===== config.mk =====
export PLATFORM = sky130hd
export DESIGN_NAME = sdram_arbiter
export DESIGN_NICKNAME = d
export VERILOG_FILES = /design/src/rtl/sdram_arbiter.sv
export SDC_FILE = /design/constraint.sdc
export NUM_CORES = 1
export LEC_CHECK = 0
export CAP_MARGIN = 0
export CELL_PAD_IN_SITES_DETAIL_PLACEMENT = 2
export CELL_PAD_IN_SITES_GLOBAL_PLACEMENT = 2
export CORE_ASPECT_RATIO = 0.8
export CORE_MARGIN = 8
export CORE_UTILIZATION = 22
export DETAILED_ROUTE_END_ITERATION = 10
export PLACE_DENSITY = 0.84
export SLEW_MARGIN = 25
export SYNTH_ARGS = -nofsm -noshare
export SYNTH_HDL_FRONTEND = slang
export SYNTH_SLANG_ARGS = --single-unit

===== constraint.sdc =====
create_clock -name F14M -period 3.1 [get_ports F14M]
set_clock_uncertainty 0.1 [all_clocks]
set_input_delay 0.775 -clock F14M [delete_from_list [all_inputs] [get_ports F14M]]
set_output_delay 0.775 -clock F14M [all_outputs]
set_load 0.01 [all_outputs]

===== src/rtl/sdram_arbiter.sv =====
`default_nettype none
// ============================================================================
// sdram_arbiter : fixed-slot arbiter of download / video / Z80 onto the sdram
//                 byte port, with CPU starvation guard and Z80 WAIT_n
// Revision      : 1.0
// ============================================================================
module sdram_arbiter #(
  parameter int ACC_CYCLES = 4,
  parameter int STARVE_MAX = 3
) (
  input  logic        F14M,
  input  logic        RESET,

  input  logic        dl_req,
  input  logic [24:0] dl_addr,
  input  logic [7:0]  dl_din,
  output logic        dl_ack,

  input  logic        vid_req,
  input  logic [24:0] vid_addr,
  output logic [7:0]  vid_dout,
  output logic        vid_ack,

  input  logic        cpu_req,
  input  logic        cpu_we,
  input  logic [24:0] cpu_addr,
  input  logic [7:0]  cpu_din,
  output logic [7:0]  cpu_dout,
  output logic        cpu_ack,
  output logic        cpu_wait_n,

  output logic [24:0] sd_addr,
  output logic [7:0]  sd_din,
  output logic        sd_we,
  output logic        sd_oe,
  input  logic [7:0]  sd_dout
);

  localparam logic [1:0] ST_IDLE   = 2'd0;
  localparam logic [1:0] ST_ACCESS = 2'd1;
  localparam logic [1:0] ST_ACK    = 2'd2;

  localparam logic [1:0] GNT_DL  = 2'd0;
  localparam logic [1:0] GNT_VID = 2'd1;
  localparam logic [1:0] GNT_CPU = 2'd2;

  localparam logic [3:0] CNT_INIT   = 4'(ACC_CYCLES - 1);
  localparam logic [3:0] STARVE_LIM = 4'(STARVE_MAX);

  logic [1:0]  state_q, state_d;
  logic [3:0]  cnt_q, cnt_d;
  logic [1:0]  gnt_q, gnt_d;
  logic        wr_q, wr_d;
  logic [24:0] addr_q, addr_d;
  logic [7:0]  din_q, din_d;
  logic [7:0]  vid_dout_q, vid_dout_d;
  logic [7:0]  cpu_dout_q, cpu_dout_d;
  logic [3:0]  starve_q, starve_d;

  logic        grant_vld;
  logic [1:0]  grant_id;
  logic        grant_wr;
  logic [24:0] grant_addr;
  logic [7:0]  grant_din;
  logic        cpu_forced;

  // ---------------------------------------------------------------------------
  // State register
  // ---------------------------------------------------------------------------
  always_ff @(posedge F14M or posedge RESET) begin
    if (RESET) begin
      state_q    <= ST_IDLE;
      cnt_q      <= 4'd0;
      gnt_q      <= GNT_DL;
      wr_q       <= 1'b0;
      addr_q     <= 25'd0;
      din_q      <= 8'd0;
      vid_dout_q <= 8'd0;
      cpu_dout_q <= 8'd0;
      starve_q   <= 4'd0;
    end else begin
      state_q    <= state_d;
      cnt_q      <= cnt_d;
      gnt_q      <= gnt_d;
      wr_q       <= wr_d;
      addr_q     <= addr_d;
      din_q      <= din_d;
      vid_dout_q <= vid_dout_d;
      cpu_dout_q <= cpu_dout_d;
      starve_q   <= starve_d;
    end
  end

  // ---------------------------------------------------------------------------
  // Winner selection: dl > vid > cpu, unless the CPU has been passed over
  // STARVE_MAX times in a row.
  // ---------------------------------------------------------------------------
  assign cpu_forced = cpu_req && (starve_q == STARVE_LIM);

  always_comb begin
    grant_vld  = 1'b1;
    grant_id   = GNT_DL;
    grant_wr   = 1'b1;
    grant_addr = dl_addr;
    grant_din  = dl_din;
    if (cpu_forced) begin
      grant_id   = GNT_CPU;
      grant_wr   = cpu_we;
      grant_addr = cpu_addr;
      grant_din  = cpu_din;
    end else if (dl_req) begin
      grant_id   = GNT_DL;
    end else if (vid_req) begin
      grant_id   = GNT_VID;
      grant_wr   = 1'b0;
      grant_addr = vid_addr;
      grant_din  = 8'd0;
    end else if (cpu_req) begin
      grant_id   = GNT_CPU;
      grant_wr   = cpu_we;
      grant_addr = cpu_addr;
      grant_din  = cpu_din;
    end else begin
      grant_vld  = 1'b0;
    end
  end

  // ---------------------------------------------------------------------------
  // Next-state and datapath
  // ---------------------------------------------------------------------------
  always_comb begin
    state_d    = state_q;
    cnt_d      = cnt_q;
    gnt_d      = gnt_q;
    wr_d       = wr_q;
    addr_d     = addr_q;
    din_d      = din_q;
    vid_dout_d = vid_dout_q;
    cpu_dout_d = cpu_dout_q;
    starve_d   = starve_q;

    case (state_q)
      ST_IDLE: begin
        if (grant_vld) begin
          state_d = ST_ACCESS;
          cnt_d   = CNT_INIT;
          gnt_d   = grant_id;
          wr_d    = grant_wr;
          addr_d  = grant_addr;
          din_d   = grant_din;
        end
      end
      ST_ACCESS: begin
        if (cnt_q == 4'd0) begin
          state_d = ST_ACK;
          if (!wr_q) begin
            if (gnt_q == GNT_VID) vid_dout_d = sd_dout;
            if (gnt_q == GNT_CPU) cpu_dout_d = sd_dout;
          end
        end else begin
          cnt_d = cnt_q - 4'd1;
        end
      end
      ST_ACK: begin
        state_d = ST_IDLE;
      end
      default: begin
        state_d = ST_IDLE;
      end
    endcase

    // Only counts while the CPU is actually waiting; any CPU win resets it.
    if (!cpu_req) begin
      starve_d = 4'd0;
    end else if ((state_q == ST_IDLE) && grant_vld) begin
      if (grant_id == GNT_CPU) begin
        starve_d = 4'd0;
      end else if (starve_q != STARVE_LIM) begin
        starve_d = starve_q + 4'd1;
      end
    end
  end

  // ---------------------------------------------------------------------------
  // Outputs
  // ---------------------------------------------------------------------------
  always_comb begin
    sd_addr    = addr_q;
    sd_din     = din_q;
    sd_we      = (state_q == ST_ACCESS) &&  wr_q;
    sd_oe      = (state_q == ST_ACCESS) && !wr_q;
    dl_ack     = (state_q == ST_ACK) && (gnt_q == GNT_DL);
    vid_ack    = (state_q == ST_ACK) && (gnt_q == GNT_VID);
    cpu_ack    = (state_q == ST_ACK) && (gnt_q == GNT_CPU);
    vid_dout   = vid_dout_q;
    cpu_dout   = cpu_dout_q;
    cpu_wait_n = ~(cpu_req & ~((state_q == ST_ACK) && (gnt_q == GNT_CPU)));
  end

endmodule
`default_nettype wire


Word-level counts from Yosys, hierarchy flattened

Index checks and enable logic that the tools add are counted.

Word-level logic and storage cells: 75
Output and inout port bits: 55
Bits in registers: 62

Add/subtract/negate cells: 2
Reductions and logical operators: 18
Bitwise gates (word level): 4
Mux-type cells: 30
Equality and inequality tests: 12

Operator list:

| cell                  | number |
|---|---|
| $mux W25              | 4 |
| $mux W8               | 4 |
| $mux W4               | 6 |
| $mux W2               | 6 |
| $mux W1               | 8 |
| $pmux W4 S2           | 1 |
| $reduce_and A4 Y1     | 2 |
| $logic_and A1 B1 Y1   | 7 |
| $eq A2 B2 Y1 const B  | 3 |
| $ne A2 B2 Y1 const B  | 3 |
| $reduce_and A2 Y1     | 3 |
| $add A4 B1 Y4 const B | 1 |
| $eq A2 B1 Y1 const B  | 2 |
| $eq A4 B2 Y1 const B  | 1 |
| $logic_not A2 Y1      | 2 |
| $logic_not A4 Y1      | 1 |
| $ne A4 B2 Y1 const B  | 1 |
| $pmux W2 S2           | 1 |
| $sub A4 B1 Y4 const B | 1 |
| $ne A3 B1 Y1 const B  | 1 |
| $not A1 Y1            | 3 |
| $reduce_and A3 Y1     | 1 |
| $ne A2 B1 Y1 const B  | 1 |
| $reduce_bool A2 Y1    | 1 |
| other kinds (2)       | 2 |

Logic depth before layout (Yosys ltp)

Word-level depth: 8
Gate-level depth with buffers: 7
Gate-level depth less buffers: 6

Least setup slack after synthesis

No wires, ideal clock.

Kind: input -> register
Start point: input port cpu_req
End point: register addr_q[0] (netlist: sd_addr[0])
Arrival time: 1.814 ns
Setup time: 0.137 ns
Data required time: 2.863 ns
Stages: 6
Slack: 1.049 ns
Cells stage by stage: buf_2 > nor2_1 > o21a_1 > clkbuf_1 > a222oi_1 > a21oi_1

Word-level cells in the longest chain between the ends: 5
Elaborated cells between the ends (all ways): 10
Classes of those cells: 8 x mux; 2 x reduce/logical

Ends and longest elaborated chain:

| what                               | line | text |
|---|---|---|
| from (decl)                        | 24   | `input logic cpu_req,` |
| $mux W1                            | 118  | `end else if (cpu_req) begin` |
| $mux W1                            | 113  | `end else if (vid_req) begin` |
| $mux W1                            | 111  | `end else if (dl_req) begin` |
| $mux W1                            | 106  | `if (cpu_forced) begin` |
| $reduce_and A2 Y1 (no source line) | -    |  |
| to (signal assigned)               | 86   | `addr_q <= addr_d;` |
| to (decl)                          | 54   | `logic [24:0] addr_q, addr_d;` |

Parallel ways exist; a longest one is shown, timed or not.
A chain may end at the register's enable or synchronous reset.

Worst setup path in the final report

Start point: register state_q[0]
End point: output port sd_we

Word-level cells in the longest chain between the ends: 2

Ends and longest elaborated chain:

| what                   | line | text |
|---|---|---|
| from (decl)            | 50   | `logic [1:0] state_q, state_d;` |
| from (signal assigned) | 82   | `state_q <= state_d;` |
| $eq A2 B1 Y1           | 190  | `sd_we = (state_q == ST_ACCESS) && wr_q;` |
| $logic_and A1 B1 Y1    | 190  |  |
| to (decl)              | 34   | `output logic sd_we,` |

Every way passes these cells.

==> impl_summary.txt <==
----------------------------------------------------
[Drt]
  Number of antenna-violating nets in the routed design ... 0
  Final routed wirelength across all metal layers ... 12.0 mm
  Number of iterations in the first detailed-routing pass ... 6
  Number of DRC markers after the initial detailed-route iteration ... 204
  Routed vias/inst ... 4.76
  Routed wire length per instance ... 19.8 um
  Total vias in the final route ... 2,876
  Residual DRC ... 0

[Global routing]
  First-pass GRT wire length ... 19.0 mm
  Antenna violations before repair ... 0
  Total routing resource utilization after global routing ... 0.142
  Pin count of the biggest net entering global routing ... 45
  Remaining global-route overflow ... 0
  Via count of the first global-routing pass ... 3,408

[Timing]
  Worst-Margin Slew ... 761 ps
  Final-layout worst hold slack ... 403 ps
  Final number of hold-violating endpoints ... 0
  Least setup slack across all paths after layout ... 200 ps
  Highest clock rate ... 345 MHz
  Slew Limit Fails ... 0
  Final worst path period share ... 0.935
  Setup TNS Final ... 0 ps
  Minimum clock period ... 2900 ps
  Setup repair after global routing missed its margin ... false
  Slew Limit Headroom ... 0.493
  Count of final setup violators ... 0

[Layout]
  Post-route cell area ... 5040 um2
  Final core utilization ... 0.393
  Share of cells above drive strength 1 ... 0.121
  Number of antenna diodes ... 0
  Most common cell after layout, fill and taps aside ... sky130_fd_sc_hd__clkdlybuf4s50_1
  Number of nets at the end of the flow ... 531
  FF/Latch Area ... 1550 um2
  Area occupied by multi-input gates ... 1240 um2
  Most frequent cells in the layout ... sky130_fd_sc_hd__clkdlybuf4s50_1 (159), sky130_fd_sc_hd__dfrtp_1 (62), sky130_fd_sc_hd__nor2_1 (49)
  Layout-stage area growth over the synthesis result ... 74.8%
  FILL cells ... 1,359

[Clock network]
  Number of gates resized after cts ... 0
  Reg clk slew, reported paths ... 60 ps
  Clock sink count ... 62
  Number of levels the H-tree was split into ... 3
  Post-CTS setup buffers ... 0
  Number of buffers added by the clock tree synthesis step ... 9
  Worst skew pair latency ... 330 ps
  Buffers from clock root to sink, at most ... 2
  TritonCTS clock tree ... done
  Post-CTS Hold Buffers ... 0
  Cell chosen for the clock root ... sky130_fd_sc_hd__clkbuf_16

[Synthesis]
  Multiplexer area fraction after synthesis ... 0.0716
  Average instance area after synthesis ... 10.9 um2
  Share of the synthesized netlist area taken by xor and xnor gates ... 0.00607
  Post-synth EDFFs ... 0
  Register area share after synthesis ... 0.538
  Post-synthesis share of cell area spent on full adders, half adders and majority gates ... 0.00868
  Number of distinct library cells after synthesis ... 38
  Top FF cell, synth ... sky130_fd_sc_hd__dfrtp_1
  Area of the mapped netlist ... 2880 um2
  Synth area leader ... sky130_fd_sc_hd__dfrtp_1
  Area fraction in and, or, nand and nor cells after synthesis ... 0.151
  Net Count, Synth ... 371
  Portion of synthesized cell area occupied by the leading cell type ... 0.538
  Register bit total from synthesis ... 62
  Dominant combinational cell family by area after synthesis ... compound AO/OA/AOI/OAI gates
  YS warnings ... 0
  Gate Count Post-Synth ... 264
  Share of flip-flops with an asynchronous set or reset ... 1.00
  Largest cells by area after synthesis ... sky130_fd_sc_hd__dfrtp_1 (54%), sky130_fd_sc_hd__a222oi_1 (8.7%), sky130_fd_sc_hd__mux2_2 (6.6%)
  Complex-gate fraction of the synthesized area ... 0.193

[Setup path]
  Destination of the worst register-to-register timing path ... sd_addr[3]
  Launch point of the worst reg-to-reg path ... starve_q[0]
  Critical path required time ... 2220 ps
  Startpoint Class ... register
  Worst stage delay on the critical path ... 550 ps
  CP arrival ... 2020 ps
  Class of the most critical setup path ... register to output port
  Cell class contributing the biggest share of worst-path delay ... simple AND/OR/NAND/NOR gates
  Type of element capturing the critical path ... output port
  CP cell instances ... nor2b_1, and2_1, clkdlybuf4s50_1
  Library cell contributing the largest single delay on the critical path ... sky130_fd_sc_hd__clkdlybuf4s50_1
  Maximum fanout count along the critical path ... 9
  Setup slack of the most critical reg-to-reg path ... 870 ps
  Length in cells of the worst reg-to-reg path ... 5
  Number of buffer and inverter instances along the worst setup path ... 1

[Place]
  HPWL after detailed placement ... 9.36 mm
  Number of port buffers ... 159
  Area of placed instances ... 4720 um2
  Final weighted congestion of routability-driven global placement ... 0.754
  Pre-CTS setup slack ... 80.2 ps

[Power]
  Power density of the placed cells ... 891 nW/um2
  Static Leak ... 2.05 nW
  Switching Share ... 0.341
  Proportion of power drawn by flip-flops and latches ... 0.324
  Psw ... 1.53 mW
  Worst IR drop on VDD ... 0.250 mV
  Internal power contribution ... 2.96 mW
  Clock share of power ... 0.243
  Power share of the combinational group ... 0.433

[Hold path]
  Worst hold endpoint ... cpu_dout[3]
  Hold Crit Depth ... 1
  Min-Delay Path Class ... register to register
  Startpoint of the tightest hold check path ... cpu_dout[3]

[Floorplanning]
  Die outline width ... 144 um
  Die Ht ... 118 um
  Core Area ... 12,800 um2
  I/O Pins ... 160
  FP Rows ... 37
  Die outline area ... 17,100 um2
  Initial Utilization ... 0.225

[Run]
  Max-cap violations ... 0

[Outcome]
  Run status ... finished, final reports clean

----------------------------------------------------
==> worst max path at each step <==
stage / start / to / slack (ps) / depth (start not counted)
6_report: state_q[0] / sd_we / 200 / 3
4_1_cts: state_q[0] / sd_we / 170 / 3
2_1_floorplan: RESET / cnt_q[0] / 680 / 1
3_5_place_dp: vid_req / sd_addr[3] / 80 / 5
3_3_place_gp: vid_req / sd_addr[7] / 210 / 5
5_1_grt: state_q[0] / sd_we / 80 / 3
==> power by group through the flow <==
stage	Clock [mW]	Sequential [mW]	Combinational (mW)
finish	1.09	1.45	1.94
global route	1.16	1.52	2.11
CTS	1.13	1.47	1.99
detailed placement	0	1.47	1.97
global placement	0	1.43	1.89
floorplan	0	1.57	0.707
==> state kept, by name, summed over array words and instances (netlist names) <==
name	flops
state_q	2
sd_addr	25
gnt_q	2
wr_q	1
sd_din	8
cnt_q	4
vid_dout	8
starve_q	4
cpu_dout	8
==> synthesized netlist by cell type (all sizes together) (4+ instances only) <==
library cell and count:
dfrtp 62, nor2 49, a21oi 26, a222oi 25, mux2 18, clkbuf 11
nand2 11, a221oi 8, buf 8, a21boi 4, nand2b 4
==> area by class of cell <==
| class | instances | share of cell area |
|---|---|---|
| repair buffers | 168 | 0.336 |
| flip-flops and latches | 62 | 0.308 |
| multi-input cells | 180 | 0.246 |
| clock buffers | 9 | 0.0447 |
| well taps | 175 | 0.0434 |
| clock inverters | 7 | 0.0194 |
| inverters | 3 | 0.00223 |
==> routing by layer <==
layer  up-vias  GRT usage  routed length (um)
met5         -          0                   0
met4         0     0.0387                 130
met3        11     0.0603                1080
met2       118      0.245                6100
met1      1431      0.156                4660
li1       1316          -                   -
==> cell families (layout without fill, tap and decap cells) <==
logic type      Yosys count  count (layout)
simple gates             85              85
compound gates           73              73
flops                    62              62
buf+inv                  22             187
mux                      18              18
fa+ha+maj                 2               2
xor+xnor                  2               2
==> metrics by stage <==
| stage | total power [mW] | std cells |
|---|---|---|
| 3_5_place_dp | 3.45 | 588 |
| 4_1_cts | 4.59 | 604 |
| 3_3_place_gp | 3.33 | 588 |
| 6_report | 4.49 | 604 |
| 2_1_floorplan | 2.27 | 264 |
| 5_1_grt | 4.78 | 604 |
No activity file was read; power rests on OpenSTA's default activity.
